--- config.mk ---
export PLATFORM = sky130hd
export DESIGN_NAME = fifo_scoreboard
export DESIGN_NICKNAME = d
export VERILOG_FILES = /design/src/rtl/fifo_sb_pkg.sv /design/src/rtl/fifo_sb_delay.sv /design/src/rtl/fifo_scoreboard.sv
export SDC_FILE = /design/constraint.sdc
export NUM_CORES = 1
export LEC_CHECK = 0
export ABC_AREA = 1
export CORE_ASPECT_RATIO = 1.75
export CORE_MARGIN = 2
export CORE_UTILIZATION = 57
export CTS_BUF_LIST = sky130_fd_sc_hd__clkbuf_8 sky130_fd_sc_hd__clkbuf_16
export CTS_CLUSTER_DIAMETER = 60
export CTS_CLUSTER_SIZE = 24
export DETAILED_ROUTE_END_ITERATION = 6
export PLACE_DENSITY_LB_ADDON = 0.15
export REMOVE_ABC_BUFFERS = 1
export SYNTH_ARGS = -nofsm -noshare
export SYNTH_HDL_FRONTEND = slang
export SYNTH_SLANG_ARGS = --single-unit
--- constraint.sdc ---
create_clock -name clk -period 3.8 [get_ports clk]
set_clock_uncertainty 0.2 [all_clocks]
set_input_delay 0.57 -clock clk [delete_from_list [all_inputs] [get_ports clk]]
set_output_delay 0.57 -clock clk [all_outputs]
set_load 0.1 [all_outputs]
--- src/rtl/fifo_sb_pkg.sv ---
// fifo_sb_pkg: shared state encoding, limits and helpers for fifo_scoreboard.
// Optional DUT flag checking is built only when FIFO_SB_FLAG_CHK_EN is defined.
package fifo_sb_pkg;

  typedef enum logic [1:0] {
    SB_IDLE = 2'd0,
    SB_RUN  = 2'd1,
    SB_HALT = 2'd2
  } sb_state_e;

  localparam int RD_LAT_MAX = 4;
  localparam int SAT_W      = 32;

  // Increment v, holding at the all-ones value of a w-bit counter.
  function automatic logic [SAT_W-1:0] sat_inc(
    input logic [SAT_W-1:0] v,
    input int unsigned      w
  );
    logic [SAT_W-1:0] top;
    top = (w >= SAT_W) ? '1
        : ((SAT_W'(1) << w) - SAT_W'(1));
    return (v >= top) ? top : v + SAT_W'(1);
  endfunction

endpackage

--- src/rtl/fifo_sb_delay.sv ---
// fifo_sb_delay: token-valid + expected-data shift line of RD_LAT stages.
// RD_LAT=0 is a pure bypass; latencies above RD_LAT_MAX are clamped.
module fifo_sb_delay
  import fifo_sb_pkg::*;
#(
  parameter int DATA_SIZE = 8,
  parameter int RD_LAT    = 1
) (
  input  logic                 clk,
  input  logic                 rst,
  input  logic                 flush,
  input  logic                 in_valid,
  input  logic [DATA_SIZE-1:0] in_data,
  output logic                 out_valid,
  output logic [DATA_SIZE-1:0] out_data
);

  localparam int STAGES = (RD_LAT > RD_LAT_MAX) ? RD_LAT_MAX : RD_LAT;

  generate
    if (STAGES == 0) begin : g_bypass
      logic unused_bypass;
      assign unused_bypass = &{1'b0, clk, rst, flush};
      assign out_valid = in_valid;
      assign out_data  = in_data;
    end else begin : g_pipe
      logic [STAGES-1:0]    vld;
      logic [DATA_SIZE-1:0] dat [STAGES];

      // Shift tokens one stage per cycle; flush drops everything in flight.
      always_ff @(posedge clk or posedge rst) begin
        if (rst) begin
          vld <= '0;
          for (int i = 0; i < STAGES; i++) begin
            dat[i] <= '0;
          end
        end else begin
          vld[0] <= in_valid & ~flush;
          dat[0] <= in_data;
          for (int i = 1; i < STAGES; i++) begin
            vld[i] <= vld[i-1] & ~flush;
            dat[i] <= dat[i-1];
          end
        end
      end

      assign out_valid = vld[STAGES-1];
      assign out_data  = dat[STAGES-1];
    end
  endgenerate

endmodule

--- src/rtl/fifo_scoreboard.sv ---
// fifo_scoreboard: reference-queue checker for a single-clock FIFO DUT.
// Define FIFO_SB_FLAG_CHK_EN to also check DUT full/empty flags.
module fifo_scoreboard
  import fifo_sb_pkg::*;
#(
  parameter int DATA_SIZE = 8,
  parameter int ADDR_SIZE = 4,
  parameter int RD_LAT    = 1,
  parameter int CNT_W     = 16,
  parameter int ERR_LIMIT = 8
) (
  input  logic                 clk,
  input  logic                 rst,
  input  logic                 wr_en,
  input  logic [DATA_SIZE-1:0] wr_data,
  input  logic                 rd_en,
  input  logic [DATA_SIZE-1:0] rd_data,
  input  logic                 dut_full,
  input  logic                 dut_empty,
  output logic                 match_pulse,
  output logic                 mismatch_pulse,
  output logic [CNT_W-1:0]     chk_cnt,
  output logic [CNT_W-1:0]     err_cnt,
  output logic                 ovf_err,
  output logic                 unf_err,
  output logic                 flag_err,
  output logic                 fail_valid,
  output logic [DATA_SIZE-1:0] first_fail_exp,
  output logic [DATA_SIZE-1:0] first_fail_got,
  output logic [ADDR_SIZE:0]   sb_level,
  output logic [1:0]           sb_state
);

  localparam int DEPTH = 2 ** ADDR_SIZE;
  localparam int LW    = ADDR_SIZE + 1;

  localparam logic [LW-1:0] LVL_FULL = LW'(DEPTH);

  sb_state_e            state;
  logic [DATA_SIZE-1:0] mem [DEPTH];
  logic [ADDR_SIZE-1:0] wptr;
  logic [ADDR_SIZE-1:0] rptr;

  logic                 active;
  logic                 push_req;
  logic                 pop_req;
  logic                 q_full;
  logic                 q_empty;
  logic                 do_push;
  logic                 do_pop;

  logic                 d_vld;
  logic [DATA_SIZE-1:0] d_exp;
  logic                 cmp_vld;
  logic                 cmp_eq;
  logic                 cmp_bad;
  logic                 hit_limit;
  logic [CNT_W-1:0]     chk_inc;
  logic [CNT_W-1:0]     err_inc;

  assign active   = (state != SB_HALT);
  assign push_req = wr_en & ~dut_full;
  assign pop_req  = rd_en & ~dut_empty;
  assign q_full   = (sb_level == LVL_FULL);
  assign q_empty  = (sb_level == '0);

  // A full queue refuses the write even alongside a pop: at full, wptr
  // equals rptr and the write would clobber the word being read out.
  assign do_push  = active & push_req & ~q_full;
  assign do_pop   = active & pop_req & ~q_empty;

  assign sb_state = state;

  // Reference storage; contents are only meaningful below sb_level.
  always_ff @(posedge clk) begin
    if (do_push) begin
      mem[wptr] <= wr_data;
    end
  end

  // Pointer and occupancy bookkeeping for accepted pushes and pops.
  always_ff @(posedge clk or posedge rst) begin
    if (rst) begin
      wptr     <= '0;
      rptr     <= '0;
      sb_level <= '0;
    end else begin
      if (do_push) begin
        wptr <= wptr + ADDR_SIZE'(1);
      end
      if (do_pop) begin
        rptr <= rptr + ADDR_SIZE'(1);
      end
      sb_level <= sb_level + LW'(do_push) - LW'(do_pop);
    end
  end

  // Sticky overflow/underflow; nothing new is recorded once halted.
  always_ff @(posedge clk or posedge rst) begin
    if (rst) begin
      ovf_err <= 1'b0;
      unf_err <= 1'b0;
    end else if (active) begin
      if (push_req & q_full) begin
        ovf_err <= 1'b1;
      end
      if (pop_req & q_empty) begin
        unf_err <= 1'b1;
      end
    end
  end

  fifo_sb_delay #(
    .DATA_SIZE (DATA_SIZE),
    .RD_LAT    (RD_LAT)
  ) u_delay (
    .clk       (clk),
    .rst       (rst),
    .flush     (~active),
    .in_valid  (do_pop),
    .in_data   (mem[rptr]),
    .out_valid (d_vld),
    .out_data  (d_exp)
  );

  assign cmp_vld = d_vld & active;
  assign cmp_eq  = (d_exp == rd_data);
  assign cmp_bad = cmp_vld & ~cmp_eq;

  assign chk_inc = CNT_W'(sat_inc(SAT_W'(chk_cnt), CNT_W));
  assign err_inc = CNT_W'(sat_inc(SAT_W'(err_cnt), CNT_W));

  assign hit_limit = (ERR_LIMIT != 0) && cmp_bad
                  && (err_inc == CNT_W'(ERR_LIMIT));

  // Compare result pulses, counters and first-failure capture.
  always_ff @(posedge clk or posedge rst) begin
    if (rst) begin
      match_pulse    <= 1'b0;
      mismatch_pulse <= 1'b0;
      chk_cnt        <= '0;
      err_cnt        <= '0;
      fail_valid     <= 1'b0;
      first_fail_exp <= '0;
      first_fail_got <= '0;
    end else begin
      match_pulse    <= cmp_vld & cmp_eq;
      mismatch_pulse <= cmp_bad;
      if (cmp_vld) begin
        chk_cnt <= chk_inc;
      end
      if (cmp_bad) begin
        err_cnt <= err_inc;
        if (!fail_valid) begin
          fail_valid     <= 1'b1;
          first_fail_exp <= d_exp;
          first_fail_got <= rd_data;
        end
      end
    end
  end

  // Run control: start on the first accepted push, halt at the error limit.
  always_ff @(posedge clk or posedge rst) begin
    if (rst) begin
      state <= SB_IDLE;
    end else begin
      unique case (state)
        SB_IDLE: if (do_push)   state <= SB_RUN;
        SB_RUN:  if (hit_limit) state <= SB_HALT;
        SB_HALT: state <= SB_HALT;
        default: state <= SB_IDLE;
      endcase
    end
  end

`ifdef FIFO_SB_FLAG_CHK_EN
  // DUT flags must agree with the occupancy held at the start of the cycle.
  always_ff @(posedge clk or posedge rst) begin
    if (rst) begin
      flag_err <= 1'b0;
    end else if (state == SB_RUN) begin
      if ((dut_empty != q_empty) || (dut_full != q_full)) begin
        flag_err <= 1'b1;
      end
    end
  end
`else
  assign flag_err = 1'b0;
`endif

endmodule

==> metrics.md <==
| Metric | Value |
|---|---|
| CTS Buf Count | 13 |
| Port bufs | 81 |
| Synth area leaders | edfxtp_1 42%, dfrtp_1 21%, nand2_1 5.0% |
| Die height | 170.9 um |
| Filler-free cell count of the finished design | 1091 |
| # rows | 61 |
| WP buf/inv | 2 |
| Asr flop ratio synth | 37.56% |
| First-pass iteration count of the detailed router | 5 |
| Top-area cell type share of the netlist area | 42.38% |
| Final hold vios | 0 |
| Post-Syn Area | 9070 um^2 |
| DR vias | 6208 |
| Most instantiated cells after synthesis | 128 x edfxtp_1, 121 x nand2_1, 107 x inv_1 |
| Setup ws final | 0.7663 ns |
| DIE AREA | 16980 um^2 |
| Slew headroom | 27.62% |
| Power Density | 719.1 nW/um^2 |
| Crit-path cells | inv_1 > ha_1 > nor3b_1 > nand2_1 > ha_1 > inv_1 > ha_1 > fa_1 > a21oi_1 > nor2_1 > nor2_1 > xor2_1 |
| Final setup viols | 0 |
| DP Area | 10040 um^2 |
| Largest net degree at the start of global routing | 100 |
| F_max | 329.6 MHz |
| Avg Vias per Cell | 5.690 |
| Post-Syn Area per Cell | 11.01 um^2 |
| Period minus WS final | 3.034 ns |
| Final Max Slew Viols | 0 |
| PostCTS Resize Cnt | 0 |
| CTS Buffer Depth | 3 |
| DRT antenna net count | 0 |
| Clk root buf | clkbuf_16 |
| DRT Wirelength | 20190 um |
| Initial Util | 57.69% |
| Die Width | 99.36 um |
| Post-cts hold buffer count | 0 |
| Layout cells sized above 1 | 5.100% |
| Worst slew pin tran | 1.086 ns |
| I/O pin cnt | 83 |
| Worst hold path class | flop to flop |
| Tcrit/Tclk final | 79.83% |
| Post-synthesis instance total | 824 |
| Seq cells post-synth | 205 |
| Post-CTS Setup Inserts | 0 |
| EDFF count, synth | 128 |
| Starting DRC count in detailed routing | 335 |
| Worst skew pair latency | 0.47 ns |
| Number of distinct library cells after synthesis | 38 |
| Clk sinks | 205 |
| Pleak | 4.268 nW |
| Area Overhead vs Synth | 14.98% |
| Dominant delay contributor by cell family on the critical path | adder cells |
| GR Overflow Total | 0 |
| CTS tree | built |
| Seq/Total Area, Yosys | 63.62% |
| Worst EP arrival | 3.23 ns |
| Initial antenna violation count | 0 |
| Synth warn | 0 |
| Clk slew on worst S/H paths | 0.10 ns |
| Slowest cell on crit path | dfrtp_1 |
| Worst slack at placement | 0.4881 ns |
| Top FF cell, synth | edfxtp_1 |
| Post-synth top area cell | edfxtp_1 |
| DP Wirelength | 14230 um |
| Ant diodes | 0 |
| Most common cell on crit path | ha_1 |
| VDD IR max | 0.0005483 V |
| Vias in the first global route | 6094 |
| CP Capture Type | flop |
| Total Routing Usage GR | 24.04% |
| Setup TNS | 0 ns |
| Placed cell count | 1070 |
| Residual DRC | 0 |
| RePlAce Congestion | 0.9204 |
| H-tree levels | 1 |
| Fillers | 1206 |
| RSZ-0062 raised after global routing | no |
| First-pass GRT wire length | 31360 um |
| Most common cell in the netlist | edfxtp_1 |
| Max Cap Viol | 0 |
| Final Net Count | 935 |
| Core ar. | 15720 um^2 |
| Critical Path Source Type | flop |
| WP data required | 4.00 ns |
| Status | complete, no violations |
| Max FO, Critical Path | 7 |
| Layout Cell Area excl Fill | 10430 um^2 |
| WL per Instance | 18.51 um |
| Max stage delay on crit path | 0.41 ns |
| Critical path type | flop to flop |
==> flip-flops by register name (all words and copies together), names as in the netlist, 2 cells and up <==
name	cells
err_cnt	16
u_delay.out_data	8
first_fail_got	8
rptr	4
sb_level	5
chk_cnt	16
first_fail_exp	8
mem	128
sb_state	2
wptr	4
==> final cells by class <==
cell class	instances	area, um^2	share of cell area [%]
inverters	110	414.1	3.971
clock inverters	8	62.56	0.5999
flip-flops and latches	205	5774	55.37
well taps	189	236.5	2.268
multi-input cells	480	2768	26.54
clock buffers	13	325.3	3.119
repair buffers	86	848.3	8.134
==> cells by family (layout without fill, tap and decap cells) <==
group | count (synthesis) | count (layout) | synth area share, %
mux | 32 | 32 | 3.532
flops | 205 | 205 | 63.62
xor+xnor | 21 | 21 | 2.028
fa+ha+maj | 17 | 17 | 2.428
simple gates | 248 | 248 | 12.44
other cells | 1 | 1 | 0.04135
compound gates | 161 | 161 | 10.04
buf+inv | 139 | 217 | 5.863
==> worst reg2reg max path, stage by stage, from the launching register on <==
cell and delay, ns:
dfrtp_1 0.41, inv_1 0.08, ha_1 0.25, nor3b_1 0.34, nand2_1 0.25, ha_1 0.34
inv_1 0.04, ha_1 0.19, fa_1 0.40, a21oi_1 0.16, nor2_1 0.05, nor2_1 0.11
xor2_1 0.15
==> power by group <==
group          internal [W]  switching [W]  total (W)  leakage [nW]
Clock              0.000650       0.000735    0.00138         0.207
Combinational      0.000876        0.00214    0.00302          1.93
Sequential          0.00266       0.000437    0.00309          2.13
==> layout by cell type (no fill, tap or decap), types with 2 or more instances in the layout <==
cell type        instances
xor2_1                  17
xnor2_1                  4
nor2_4                   6
nand3_1                 36
nor2_1                  47
a32oi_1                  3
a21oi_1                 39
o21ai_0                 79
inv_2                    2
nor2_2                   5
nor4_1                   2
nand3_2                  3
nand2_2                  5
ha_1                    16
nand2_1                121
dfrtp_1                 76
o31ai_1                  2
clkbuf_16               13
nor3_1                   9
a21o_1                   2
buf_4                    5
nand4_1                  8
inv_1                  111
o21ai_1                  2
mux2i_1                 32
o211ai_1                32
edfxtp_1               128
nor3b_1                  2
clkdlybuf4s50_1         81
==> stage by stage <==
step	power [W]	utilization, %	hold WS [ns]
after CTS	0.007544	66.33	0.2911
after detailed placement	0.006159	63.86	0.2699
after global routing	0.007895	66.33	0.3210
after global placement	0.006078	63.86	0.2640
final	0.007500	66.33	0.2855
after floorplan	0.005287	-	0.3009
==> path summary, 6_finish.rpt <==
kind / startpoint / endpoint / slack [ns] / cells past startpoint
min: fail_valid$_DFFE_PP0P_ / fail_valid$_DFFE_PP0P_ / 0.29 / 2
max in group asynchronous: rst / chk_cnt[8]$_DFFE_PP0P_ / 2.15 / 3
max reg2reg: sb_state[0]$_DFFE_PP0P_ / sb_level[4]$_DFF_PP0_ / 0.77 / 12
max: sb_state[0]$_DFFE_PP0P_ / sb_level[4]$_DFF_PP0_ / 0.77 / 12
min reg2reg: fail_valid$_DFFE_PP0P_ / fail_valid$_DFFE_PP0P_ / 0.29 / 2
min in group asynchronous: rst / mismatch_pulse$_DFF_PP0_ / 0.46 / 2
==> routing by layer <==
layer	part of all wire, %	vias up	global-route usage [%]
met5	0	-	0
met4	4.0	0	9.410
met3	4.7	50	2.492
met2	55	205	45.95
met1	36	3004	27.00
li1	-	2949	-
Note: power is estimated with default switching activity, not from simulation.
